==> src/rtl/dct_sample_loader.sv <==
// rtl/dct_sample_loader.sv - collects 8 samples into a staging buffer and hands each full block to the DCT stages
// Load side fills staging slots; run side times the compute window that the parallel block a0..a7 feeds.
module dct_sample_loader #(
   parameter int CALC_CYCLES = 12,
   parameter int DW          = 24
) (
   input  logic          clk,
   input  logic          rst,
   input  logic          in_valid,
   input  logic [DW-1:0] in_data,
   output logic          in_ready,
   output logic [DW-1:0] a0,
   output logic [DW-1:0] a1,
   output logic [DW-1:0] a2,
   output logic [DW-1:0] a3,
   output logic [DW-1:0] a4,
   output logic [DW-1:0] a5,
   output logic [DW-1:0] a6,
   output logic [DW-1:0] a7,
   output logic [3:0]    cnt_clk,
   output logic          blk_start,
   output logic          busy
);

   typedef enum logic {COLLECT, FULL} load_t;
   typedef enum logic {IDLE, RUN} run_t;

   localparam logic [3:0] LAST_PHASE = 4'(CALC_CYCLES - 1);
   localparam logic [3:0] IDLE_PHASE = 4'hF;

   load_t         load_st;
   run_t          run_st;
   logic [2:0]    idx;
   logic [DW-1:0] stage [8];
   logic [DW-1:0] blk   [8];
   logic          accept;
   logic          handover;

   // in_ready decodes registered state only; rst gates it so no sample is taken while resetting
   assign in_ready = (load_st == COLLECT) && !rst;
   assign accept   = in_valid && in_ready;
   assign handover = (load_st == FULL) &&
                     ((run_st == IDLE) || (cnt_clk == LAST_PHASE));

   always_ff @(posedge clk) begin
      if (rst) begin
         load_st   <= COLLECT;
         run_st    <= IDLE;
         idx       <= 3'd0;
         cnt_clk   <= IDLE_PHASE;
         blk_start <= 1'b0;
         busy      <= 1'b0;
         for (int i = 0; i < 8; i++) begin
            stage[i] <= '0;
            blk[i]   <= '0;
         end
      end else begin
         if (accept) begin
            stage[idx] <= in_data;
            idx        <= idx + 3'd1;
            if (idx == 3'd7)
               load_st <= FULL;
         end

         // handover only fires while FULL, so it never coincides with an accept
         if (handover) begin
            for (int i = 0; i < 8; i++)
               blk[i] <= stage[i];
            load_st   <= COLLECT;
            run_st    <= RUN;
            cnt_clk   <= 4'd0;
            blk_start <= 1'b1;
            busy      <= 1'b1;
         end else if (run_st == RUN) begin
            blk_start <= 1'b0;
            if (cnt_clk == LAST_PHASE) begin
               run_st  <= IDLE;
               cnt_clk <= IDLE_PHASE;
               busy    <= 1'b0;
            end else begin
               cnt_clk <= cnt_clk + 4'd1;
            end
         end
      end
   end

   assign a0 = blk[0];
   assign a1 = blk[1];
   assign a2 = blk[2];
   assign a3 = blk[3];
   assign a4 = blk[4];
   assign a5 = blk[5];
   assign a6 = blk[6];
   assign a7 = blk[7];

endmodule

==> config.mk <==
export PLATFORM = sky130hd
export DESIGN_NAME = dct_sample_loader
export DESIGN_NICKNAME = d
export VERILOG_FILES = /design/src/rtl/dct_sample_loader.sv
export SDC_FILE = /design/constraint.sdc
export NUM_CORES = 1
export LEC_CHECK = 0
export CAP_MARGIN = 20
export CORE_MARGIN = 2
export CORE_UTILIZATION = 60
export CTS_BUF_LIST = sky130_fd_sc_hd__clkbuf_8
export DETAILED_ROUTE_END_ITERATION = 6
export GPL_TIMING_DRIVEN = 0
export PLACE_DENSITY = 0.95
export SLEW_MARGIN = 25
export SYNTH_ARGS = -nofsm -noshare
export SYNTH_HDL_FRONTEND = slang
export SYNTH_SLANG_ARGS = --single-unit
==> constraint.sdc <==
create_clock -name clk -period 8.8 [get_ports clk]
set_input_delay 1.32 -clock clk [delete_from_list [all_inputs] [get_ports clk]]
set_output_delay 1.32 -clock clk [all_outputs]
set_load 0.005 [all_outputs]
# ---- Word-level counts from Yosys, hierarchy flattened
# Memory sizes are Yosys's and may differ from the RTL's.
# Cells that the tools add are included.
dict set report classes {
  n_reduce_logical 11
  eq_ne 2
  n_bitwise 10
  n_mux 30
  addsub 2
}
# op count
set op_table {}
lappend op_table {{24-bit two-way mux} 9}
lappend op_table {{24-bit OR reduction} 1}
lappend op_table {{1-bit two-way mux} 17}
lappend op_table {{4-bit two-way mux} 3}
lappend op_table {{1-bit bitwise OR} 8}
lappend op_table {{4-bit by 1-bit adder with 4-bit output, second input constant} 1}
lappend op_table {{4-bit == test, second input constant} 1}
lappend op_table {{2-bit AND reduction} 2}
lappend op_table {{2-bit nonzero test} 2}
lappend op_table {{3-bit by 1-bit adder with 3-bit output, second input constant} 1}
lappend op_table {{3-bit == test, second input constant} 1}
lappend op_table {{1-bit logical AND} 3}
lappend op_table {{3-bit two-way mux} 1}
lappend op_table {{1-bit NOT} 2}
lappend op_table {{2-bit OR reduction} 1}
lappend op_table {{1-bit zero test} 1}
lappend op_table {{1-bit logical OR} 1}
dict set report word_totals {
  regBits 11
  out_inout_bits 199
  memories 2
  word_cells 63
  mem_bits_rw 384
}
# memory depth width rd rd_ports_with_merged_regs wr line
set memory_table {}
lappend memory_table {blk 8 24 8 0 8 35} ;# logic [DW-1:0] blk [8];
lappend memory_table {stage 8 24 8 0 8 34} ;# logic [DW-1:0] stage [8];

# ---- Logic depth before layout (Yosys ltp)
# Gate-level depths: netlist (run 1).
dict set report depth {
  word_depth 8
  ltp_mapped 6
  ltp_nobuf 4
}

# ---- Worst setup path before layout (run 1)
# Ideal clock, no wire load.
dict set report synth_timing {
  path_type {input-to-reg}
  from {input rst}
  to {memory blk[0][0], enable pin}
  setup_ns 0.551
  n_path_buf 2
  t_required_ns 8.249
  arrival_ns 5.747
  stages 3
  slack_ns 2.502
  cell_sequence {clkbuf_1 -> clkbuf_1 -> a21o_1}
}
# element line
set synth_lines {}
lappend synth_lines {{start: declaration} 8} ;# input logic rst,
lappend synth_lines {{end: declaration} 35}

# ---- Worst setup path after layout (run 1)
dict set report layout_timing {
  from {input rst}
  to {output in_ready}
}
dict set report layout_via {
  elab_chain_cells 2
}
# element line
set layout_lines {}
lappend layout_lines {{1-bit zero test} 40} ;# assign in_ready = (load_st == COLLECT) && !rst;
lappend layout_lines {{1-bit logical AND} 40}
lappend layout_lines {{end: declaration} 11} ;# output logic in_ready,
# No other way between the ends.

==> impl_summary.log, run 1 <==
[metrics] run status: complete, no violations
[metrics] final slew viol count: 0
[metrics] global-route wire length before repair: 45300 um
[metrics] library cell used as clock root buffer: sky130_fd_sc_hd__clkbuf_8
[metrics] worst path arrival time: 2900 ps
[metrics] Routed wire per std cell: 19.9 um
[metrics] source-to-sink clock delay at the later pin of the worst-skew pair: about 570 ps
[metrics] total via count in the routed design: 8063
[metrics] max-cap viol count: 0
[metrics] first drt pass iteration count: 5
[metrics] multiplexer share of the synthesized area: 0.203%
[metrics] commonest cells after routing, fill and taps aside: sky130_fd_sc_hd__edfxtp_1 (384), sky130_fd_sc_hd__and2_1 (312), sky130_fd_sc_hd__clkdlybuf4s50_1 (225)
[metrics] Final Hold Slack: 499 ps
[metrics] initial antenna violation count: 2
[metrics] number of H-tree branching levels: 2
[metrics] total global routing track utilization: 23.5%
[metrics] post-synthesis average cell area: approximately 17 sq um
[metrics] portion of the clock cycle consumed by the worst path in the final layout: 48.0%
[metrics] sequential-to-total area share from yosys stat: just under 80%
[metrics] die area: ~26000 sq um
[metrics] final critical-path required period: 4220 ps
[metrics] power per cell area: a little under 200 nW/um^2
[metrics] most common library cell in the layout ignoring fill and taps: sky130_fd_sc_hd__edfxtp_1
[metrics] Max Root-Sink Buffers: 3
[metrics] cell repeated most along the worst path: sky130_fd_sc_hd__clkdlybuf4s50_1
[metrics] routed wire length: 30700 um
[metrics] Compound-Gate Fraction of Synth Area: less than 1%
[metrics] Final Hold Viols: 0
[metrics] kind of critical path: in -> out
[metrics] main flop type after synthesis: sky130_fd_sc_hd__edfxtp_1
[metrics] warning count from the yosys run: 0
[metrics] core area: 24200 sq um
[metrics] RSZ-0062 raised after global routing: false
[metrics] Peak supply drop: 0.139 mV
[metrics] area added between synthesis and finish: 25.9%
[metrics] transition at the pin with the smallest max-transition slack: 988 ps
[metrics] pin count of the biggest net entering global routing: 58
[metrics] drt initial violations: approximately 460
[metrics] Peak Freq: around 0.24 GHz
[metrics] cells after synthesis: 886
[metrics] share of synthesized registers carrying an async set or reset: 0%
[metrics] Slew HR: between 30 and 40%
[metrics] total half-perimeter wirelength after legalization and detailed placement: 21200 um
[metrics] Worst path slowest cell: sky130_fd_sc_hd__clkdlybuf4s50_1
[metrics] Simple-Gate Fraction of Synth Area: 18.2%
[metrics] skew final: 15.0 ps
[metrics] list of cells traversed by the critical path: clkdlybuf4s50_1, clkbuf_1, nor2_1, clkdlybuf4s50_1
[metrics] initial core utilization: 61.0%
[metrics] number of nets in the layout: 1204
[metrics] post-synthesis xor/xnor area fraction: 0.118%
[metrics] Crit. End Element: output pin
[metrics] total CTS buffers: 57
[metrics] number of hold buffers added after CTS: 0
[metrics] Post-CTS Resized: 0
[metrics] critical path peak fanout: 10
[metrics] static power due to leakage: 0.00689 uW
[metrics] main combinational cell family by area after synthesis: simple AND/OR/NAND/NOR gates
[metrics] Largest stage delay, worst path: 560 ps
[metrics] kind of start point of the critical path: primary input
[metrics] Post-route DRC: 0
[metrics] number of enable flip-flop cells after synthesis: 384
[metrics] Boundary Pins: 226
[metrics] net count after synthesis: 916
[metrics] aggregate global routing overflow: 0
[metrics] number of storage elements in the synthesis netlist: 395
[metrics] ranking of synthesized cells by area: sky130_fd_sc_hd__edfxtp_1 (78%), sky130_fd_sc_hd__and2_1 (13%), sky130_fd_sc_hd__nor2b_1 (2.1%), sky130_fd_sc_hd__dfxtp_1 (1.5%), sky130_fd_sc_hd__and2_2 (1.2%)
[metrics] post-synthesis cell area: 14800 sq um
[metrics] biggest area consumer among synthesized cells: sky130_fd_sc_hd__edfxtp_1
[metrics] summed negative setup slack over all endpoints: 0 ps
[metrics] share of cells above drive strength 1: 9.38%
[metrics] Worst-path clk slew: ~70 ps
[metrics] Avg Vias per Cell: roughly 5.2
[metrics] top-area cell type share of the netlist area: between 70% and 80%
[metrics] post-CTS setup buffer count: 0
[metrics] I/O Buffers: approximately 230
[metrics] worst endpoint required time: 7480 ps
[metrics] post-synthesis adder-cell area fraction: 0.254%
[metrics] final setup violating endpoints: 0
[metrics] vias in the first global route: 8171
[metrics] min-delay worst type: reg -> reg
[metrics] post-detailed-route count of antenna-violating nets: 0
[metrics] die boundary height: 161 um
[metrics] number of different library cells in the post-synthesis netlist: 36
[metrics] total number of placement rows: between 50 and 60
[metrics] clk sinks: between 300 and 400
[metrics] Die X: between 150 and 200 um
[metrics] TritonCTS clock tree: done
[metrics] weighted congestion reported at the end of routability-driven placement: a little over 0.8
-- per-layer routing --
metal,GRT usage (%),vias to the layer above,share of wire (%)
met1,28.1,3952,38
met4,9.82,0,3.2
met3,4.08,75,6.0
met2,42.3,343,53
met5,0,-,0
li1,-,3693,-
-- where the power goes --
group	leakage [uW]	total, uW	switching (uW)	internal, uW
Combinational	0.00226	184	96.5	87.3
Sequential	0.00406	2160	24.4	2140
Clock	0.000579	1290	645	646
-- area by class of cell --
class / count / area (sq um)
Clock buffer: 59 / 812
Inverter: 2 / 7.51
Timing Repair Buffer: 229 / 2360
Clock inverter: 42 / 195
Buffer: 41 / 159
Antenna cell: 2 / 5.00
Sequential cell: 395 / 11800
Tap cell: 324 / 405
Multi-Input combinational cell: 448 / 2920
Fill cell: 1380 / 5630
-- flip-flops by register name (all words and copies together) (netlist names) --
register	count
blk	192
blk_start	1
busy	1
cnt_clk	4
idx	3
load_st	1
run_st	1
stage	192
-- cells by family (layout without fill, tap and decap cells) --
family	count (synthesis)	in the layout
adder cells (fa/ha/maj)	3	3
multiplexers	3	3
XOR/XNOR	2	2
AND/OR/NAND/NOR	423	423
flip-flops	395	395
other	0	2
AO/OA/AOI/OAI	17	17
buffers and inverters	43	373
-- worst max-delay path: cells and delay by family --
family / cells / cell delay [ps]
buffers and inverters: 3 / 1430
and+or+nand+nor: 1 / 150
-- per-stage QoR --
step,worst slack (ps),utilization [%],area (sq um),instances,power [uW]
2_1_floorplan,2500,-,14800,886,2260
3_3_place_gp,382,71.9,17400,1435,2380
3_5_place_dp,4630,72.6,17600,1439,2390
4_1_cts,4610,76.7,18600,1540,3650
5_1_grt,4470,76.8,18600,1542,3750
6_report,4580,76.8,18600,1542,3640
-- cells in the mapped netlist (all sizes together), types with 2 or more instances --
master	number
edfxtp	384
and2	336
nor2b	50
clkbuf	38
dfxtp	11
nor2	10
o21ai	7
or2	6
a21oi	4
nor3	4
buf	3
ha	3
mux2i	3
nand3	3
a21o	2
a31oi	2
inv	2
nand2b	2
nand3b	2
nand4b	2
nor3b	2
-- path summary, 6_finish.rpt --
check | start | to | slack, ps | cells past startpoint
min | busy | busy | 500 | 2
max | rst | in_ready | 4580 | 4
max reg2reg | idx[2] | stage[6][7] | 6040 | 3
min reg2reg | busy | busy | 500 | 2
Power figures use the tool's default switching activity.
==> run 2, diff against run 1 <==
- CORE_UTILIZATION: 60 -> 50
- PLACE_DENSITY: 0.95 -> 0.88
- clock period: 8.8 -> 3.8 ns (I/O delays scaled with it)
==> run 2 against run 1 <==
Global-route usage fell by 3.7 points. Via count fell by 2.0%. Final cell count rose by 3.8%. Count of clock-buffer cells in the layout did not move. Design area rose by 0.79%. First-iteration DRC count rose by 8.7%. Clock skew rose by 9.6 ps. Non-clock buffer count rose by 1. Wire length fell by 1.3%.
==> impl_summary.log, run 2 (synthesis gave the netlist of run 1 again) <==
[metrics] total CTS buffers: 58 (+1.8%)
[metrics] weighted congestion reported at the end of routability-driven placement: 0.791 (-3.8%)
[metrics] R2R cell count: 3 (unchanged)
[metrics] die area: 31000 sq um (+19%)
[metrics] number of nets in the layout: 1206 (+0.17%)
[metrics] worst reg2reg path endpoint: stage[6][4]
[metrics] Die X: 176 um (+9.3%)
[metrics] worst endpoint required time: 4050 ps (-3430 ps)
[metrics] static power due to leakage: 0.00695 uW (+0.85%)
[metrics] TritonCTS clock tree: done
[metrics] Routed wire per std cell: 18.9 um (-4.9%)
[metrics] die boundary height: 176 um (+9.3%)
[metrics] I/O Buffers: 225 (unchanged)
[metrics] total number of placement rows: 62 (+8.8%)
[metrics] routed length on met2: 15800 um (-3.0%)
[metrics] total via count in the routed design: 7901 (-2.0%)
[metrics] core area: 28900 sq um (+19%)
[metrics] Boundary Pins: 226 (unchanged)
[metrics] global-route wire length before repair: 45400 um (+0.35%)
[metrics] routed wire length: 30300 um (-1.3%)
[metrics] kind of start point of the critical path: primary input
[metrics] summed negative setup slack over all endpoints: 0 ps (unchanged)
[metrics] portion of the clock cycle consumed by the worst path in the final layout: 76.4%
[metrics] launch point of the worst reg-to-reg path: idx[2]
[metrics] top layer used by detailed routing: met5
[metrics] largest registers: blk x192, stage x192, cnt_clk x4
[metrics] run status: complete, no violations
[metrics] transition at the pin with the smallest max-transition slack: 961 ps (-26.7 ps)
[metrics] Peak Freq: 0.345 GHz
[metrics] library cell used as clock root buffer: sky130_fd_sc_hd__clkbuf_8
[metrics] min-delay worst type: reg -> reg
[metrics] Post-CTS Resized: 0 (unchanged)
[metrics] Overall Power: 8570 uW (+140%)
[metrics] number of stages on the worst hold path: 1 (-1)
[metrics] drt initial violations: 501 (+8.7%)
[metrics] Peak supply drop: 0.233 mV (+67%)
[metrics] share of cells above drive strength 1: 9.53% (+0.16 points)
[metrics] met3 wire len: 1690 um (-7.4%)
[metrics] Worst-path clk slew: 70 ps (about the same)
[metrics] total global routing track utilization: 19.8% (-3.7 points)
[metrics] final slew viol count: 0 (unchanged)
[metrics] aggregate global routing overflow: 0 (unchanged)
[metrics] Crit. End Element: register
[metrics] total half-perimeter wirelength after legalization and detailed placement: 20800 um (-2.1%)
[metrics] final critical-path required period: 2900 ps
[metrics] pin count of the biggest net entering global routing: 58 (unchanged)
[metrics] initial antenna violation count: 1 (-1)
[metrics] critical path peak fanout: 57 (+47)
[metrics] Slew HR: 35.4% (+1.8 points)
[metrics] Avg Vias per Cell: 4.94 (-5.6%)
[metrics] most common library cell in the layout ignoring fill and taps: sky130_fd_sc_hd__edfxtp_1
[metrics] antenna fix cells: 0 (-2)
[metrics] source-to-sink clock delay at the later pin of the worst-skew pair: 580 ps (about the same)
[metrics] worst path arrival time: 3150 ps (+250 ps)
[metrics] post-detailed-route count of antenna-violating nets: 0 (unchanged)
[metrics] post-CTS setup buffer count: 0 (unchanged)
[metrics] Routed met1 length: 11900 um (+2.9%)
[metrics] Max Root-Sink Buffers: 3 (unchanged)
[metrics] first drt pass iteration count: 7 (+2)
[metrics] Final Hold Viols: 0 (unchanged)
[metrics] Post-route DRC: 0 (unchanged)
[metrics] power per cell area: 457 nW/um^2 (+130%)
[metrics] number of hold buffers added after CTS: 0 (unchanged)
[metrics] final setup violating endpoints: 0 (unchanged)
[metrics] area added between synthesis and finish: 26.9%
[metrics] clk sinks: 395 (unchanged)
[metrics] start point of the worst min-delay path: blk_start
[metrics] number of H-tree branching levels: 2 (unchanged)
[metrics] vias in the first global route: 7999 (-2.1%)
[metrics] RSZ-0062 raised after global routing: false
[metrics] skew final: 24.7 ps (+9.65 ps)
[metrics] commonest cells after routing, fill and taps aside: sky130_fd_sc_hd__edfxtp_1 (384), sky130_fd_sc_hd__and2_1 (312), sky130_fd_sc_hd__clkdlybuf4s50_1 (225)
[metrics] worst reg2reg setup slack: 1060 ps (-4980 ps)
[metrics] max-cap viol count: 0 (unchanged)
[metrics] initial core utilization: 51.1% (-9.9 points)
[metrics] worst hold path endpoint: blk_start
[metrics] kind of critical path: in -> reg
==> run 2: changes by cell type in the layout (fill, tap and decap cells not counted), moves of 2 or more <==
cell	before	now
sky130_fd_sc_hd__bufinv_16	1	3
sky130_fd_sc_hd__inv_1	19	28
sky130_fd_sc_hd__clkinvlp_4	1	3
sky130_fd_sc_hd__diode_2	2	0
sky130_fd_sc_hd__clkinv_2	6	3
sky130_fd_sc_hd__clkinv_1	17	7
==> run 2: worst max-delay path, stage by stage <==
cell and delay [ps]:
sky130_fd_sc_hd__clkdlybuf4s50_1 550, sky130_fd_sc_hd__clkbuf_1 420, sky130_fd_sc_hd__clkbuf_1 440, sky130_fd_sc_hd__a21o_4 470
sky130_fd_sc_hd__buf_16 330, sky130_fd_sc_hd__buf_16 290
==> run 2: worst max-delay path by stage <==
stage,slack [ps],to,start
2_1_floorplan,500,stage[4][0],rst
3_3_place_gp,-630,stage[7][6],in_valid
3_5_place_dp,350,blk[0][89],rst
4_1_cts,960,blk[0][97],rst
5_1_grt,780,blk[0][85],rst
6_report,900,blk[0][89],rst
==> run 2: layout make-up <==
type | instances | area [sq um]
timing repair buffer | 230 | 2380
tap | 384 | 480
multi-input combinational | 448 | 2920
clock inverter | 42 | 251
sequential | 395 | 11800
buffer | 41 | 159
clock buffer | 59 | 812
inverter | 2 | 7.51
fill | 1939 | 10200
==> run 2: through the flow <==
stage | instance area, sq um | setup WS (ps) | hold slack, ps | util [%] | std cells
floorplan | 14800 | 504 | 451 | - | 886
global placement | 17500 | -628 | 443 | 60.6 | 1495
detailed placement | 17700 | 346 | 456 | 61.2 | 1500
CTS | 18800 | 956 | 472 | 64.8 | 1601
global route | 18800 | 783 | 501 | 64.8 | 1601
finish | 18800 | 898 | 464 | 64.8 | 1601
==> run 2: power breakdown <==
part / switching, uW / total [uW] / internal [uW]
Combinational: 223 / 427 / 204
Clock: 1500 / 3130 / 1640
Sequential: 55.1 / 5010 / 4950
==> run 2: per-layer routing <==
| layer | vias up | GRT usage [%] |
|---|---|---|
| met5 | - | 0 |
| met4 | 2 | 7.23 |
| met3 | 68 | 3.68 |
| met2 | 264 | 35.4 |
| met1 | 3870 | 24.0 |
| li1 | 3697 | - |
==> run 3, diff against run 2 <==
- clock period: 3.8 -> 2.5 ns (I/O delays scaled with it)
==> run 3 against run 2 <==
Critical path type is now reg -> out. Via count decreased by 0.15%. Sequential share of layout area increased by 0.15 points. Largest cell class unchanged. Wire length increased by 0.66%. Worst setup slack got worse by 750 ps. Sequential cell count unchanged. Register-to-register slack got worse by 880 ps. Core utilization decreased by 0.12 points. Highest routed layer is now met4. Global-route usage about the same. Critical endpoint is now in_ready. Combinational power increased by 52%.
==> impl_summary.log, run 3 (synthesis gave the netlist of run 1 again) <==
[metrics] run status: complete, no violations
[metrics] power per cell area: 677 nW/um^2 (+48%)
[metrics] max-cap viol count: 0 (unchanged)
[metrics] aggregate global routing overflow: 0 (unchanged)
[metrics] worst reg2reg setup slack: 180 ps (-880 ps)
[metrics] Routed wire per std cell: 19.0 um (+0.47%)
[metrics] total CTS buffers: 58 (unchanged)
[metrics] skew final: 14.1 ps (-10.6 ps)
[metrics] kind of start point of the critical path: register
[metrics] most common library cell in the layout ignoring fill and taps: sky130_fd_sc_hd__edfxtp_1
[metrics] clk sinks: 395 (unchanged)
[metrics] drt initial violations: 458 (-8.6%)
[metrics] RSZ-0062 raised after global routing: false
[metrics] global-route wire length before repair: 45500 um (+0.11%)
[metrics] R2R cell count: 3 (unchanged)
[metrics] worst hold path endpoint: blk_start
[metrics] initial antenna violation count: 2 (+1)
[metrics] TritonCTS clock tree: done
[metrics] initial core utilization: 51.1% (unchanged)
[metrics] routed wire length: 30500 um (+0.66%)
[metrics] die boundary height: 176 um (unchanged)
[metrics] Avg Vias per Cell: 4.92 (-0.34%)
[metrics] number of nets in the layout: 1206 (unchanged)
[metrics] area added between synthesis and finish: 26.6%
[metrics] fill cell total of the finished layout: 1986 (+2.4%)
[metrics] largest registers: blk x192, stage x192, cnt_clk x4
[metrics] Die X: 176 um (unchanged)
[metrics] share of cells above drive strength 1: 10.1% (+0.57 points)
[metrics] Worst-path clk slew: 70 ps (about the same)
[metrics] Peak Freq: between 0.4 and 0.5 GHz
[metrics] portion of the clock cycle consumed by the worst path in the final layout: a little over nine tenths
[metrics] Boundary Pins: 226 (unchanged)
[metrics] Max Root-Sink Buffers: 3 (unchanged)
[metrics] worst slack at placement: -520 ps (-865 ps)
[metrics] core area: 28900 sq um (unchanged)
[metrics] kind of critical path: reg -> out
[metrics] transition at the pin with the smallest max-transition slack: 735 ps (-226 ps)
[metrics] Post-route DRC: 0 (unchanged)
[metrics] Peak supply drop: 0.405 mV (+74%)
[metrics] final critical-path required period: 2350 ps
[metrics] worst reg2reg path endpoint: stage[6][23]
[metrics] number of H-tree branching levels: 2 (unchanged)
[metrics] Final Hold Slack: 483 ps (+18.7 ps)
[metrics] total via count in the routed design: 7889 (-0.15%)
[metrics] I/O Buffers: 225 (unchanged)
[metrics] Crit. End Element: output pin
[metrics] Final Hold Viols: 0 (unchanged)
[metrics] final setup violating endpoints: 0 (unchanged)
[metrics] first drt pass iteration count: 4 (-3)
[metrics] commonest cells after routing, fill and taps aside: sky130_fd_sc_hd__edfxtp_1 (384), sky130_fd_sc_hd__and2_1 (312), sky130_fd_sc_hd__clkdlybuf4s50_1 (225)
[metrics] pin count of the biggest net entering global routing: 64 (+10%)
[metrics] static power due to leakage: 0.00692 uW (-0.41%)
[metrics] die area: 31000 sq um (unchanged)
[metrics] Slew HR: 50.8% (+15 points)
[metrics] min-delay worst type: reg -> reg
[metrics] total global routing track utilization: 19.8% (-0.022 points)
[metrics] number of stages on the worst hold path: 1 (unchanged)
[metrics] total half-perimeter wirelength after legalization and detailed placement: 20900 um (+0.47%)
[metrics] source-to-sink clock delay at the later pin of the worst-skew pair: 570 ps (about the same)
[metrics] start point of the worst min-delay path: blk_start
[metrics] Setup WS post-layout: 148 ps (-750 ps)
[metrics] worst endpoint required time: 2120 ps (-1930 ps)
[metrics] worst path arrival time: 1980 ps (-1170 ps)
[metrics] final slew viol count: 0 (unchanged)
[metrics] post-CTS setup buffer count: 0 (unchanged)
[metrics] critical path peak fanout: 10 (-82%)
[metrics] launch point of the worst reg-to-reg path: idx[2]
[metrics] post-detailed-route count of antenna-violating nets: 0 (unchanged)
[metrics] vias in the first global route: 7966 (-0.41%)
[metrics] total number of placement rows: 62 (unchanged)
[metrics] library cell used as clock root buffer: sky130_fd_sc_hd__clkbuf_8
[metrics] weighted congestion reported at the end of routability-driven placement: 0.814 (+3.0%)
==> run 3: cell count changes in the layout (fill, tap and decap cells not counted), moves of 3 or more <==
cell | previous run | this run
sky130_fd_sc_hd__bufinv_16 | 3 | 0
sky130_fd_sc_hd__clkbuf_1 | 36 | 33
sky130_fd_sc_hd__nor3_1 | 3 | 0
sky130_fd_sc_hd__clkinv_1 | 7 | 16
sky130_fd_sc_hd__inv_1 | 28 | 23
sky130_fd_sc_hd__nor3_2 | 0 | 3
==> run 3: where the power goes <==
| part | leakage, uW | switching, uW | total [uW] | internal, uW |
|---|---|---|---|---|
| sequential | 0.00406 | 85.0 | 7610 | 7530 |
| clock | 0.000581 | 2250 | 4420 | 2170 |
| combinational | 0.00229 | 339 | 650 | 311 |
| total | 0.00692 | 2670 | 12700 | 10000 |
==> run 3: cell type report <==
type                    instances  area [sq um]  share of cell area, %
well taps                     384           480                   2.57
flip-flops and latches        395         11800                   62.8
clock buffers                  59           812                   4.34
inverters                       2          7.51                 0.0401
plain buffers                  41           165                  0.882
diodes                          2          5.00                 0.0267
clock inverters                43           171                  0.915
repair buffers                230          2380                   12.7
multi-input cells             448          2950                   15.7
==> run 3: metrics by stage <==
stage,setup TNS (ps),cell area (sq um),instances,util [%],total power (uW)
4_1_cts,0,18700,1602,64.7,12800
6_report,0,18700,1604,64.7,12700
3_5_place_dp,-74890,17700,1500,61.2,8400
2_1_floorplan,0,14800,886,-,7930
3_3_place_gp,-309090,17600,1495,60.7,8360
5_1_grt,0,18700,1603,64.7,13100
==> run 3: critical path, cell delays in order (launching register included) <==
cell and delay, ps:
sky130_fd_sc_hd__dfxtp_1 400, sky130_fd_sc_hd__clkbuf_2 250, sky130_fd_sc_hd__nor2_2 230, sky130_fd_sc_hd__clkdlybuf4s50_1 540
==> run 3: worst max path at each step <==
stage	from	endpoint	slack (ps)	depth (start not counted)
after global placement	rst	blk[0][18]	-1090	4
after global routing	load_st	in_ready	7	3
after CTS	idx[2]	stage[6][23]	10	3
after floorplan	cnt_clk[0]	blk[0][0]	5	4
after detailed placement	rst	stage[3][7]	-520	4
final	load_st	in_ready	150	3
==> run 3: what timing repair did <==
action / 4_1_cts / 5_1_grt
endpoints found under the setup margin: 49 / 49
gates resized for setup: 3 / 3
hold buffers: 0 / 0
==> run 3: metal layers <==
layer | GRT usage (%) | wire, um | vias up
met3 | 3.77 | 1560 | 48
met5 | 0 | 0 | -
met1 | 24.3 | 12200 | 3900
met2 | 35.1 | 15900 | 251
met4 | 6.89 | 713 | 0
li1 | - | - | 3690
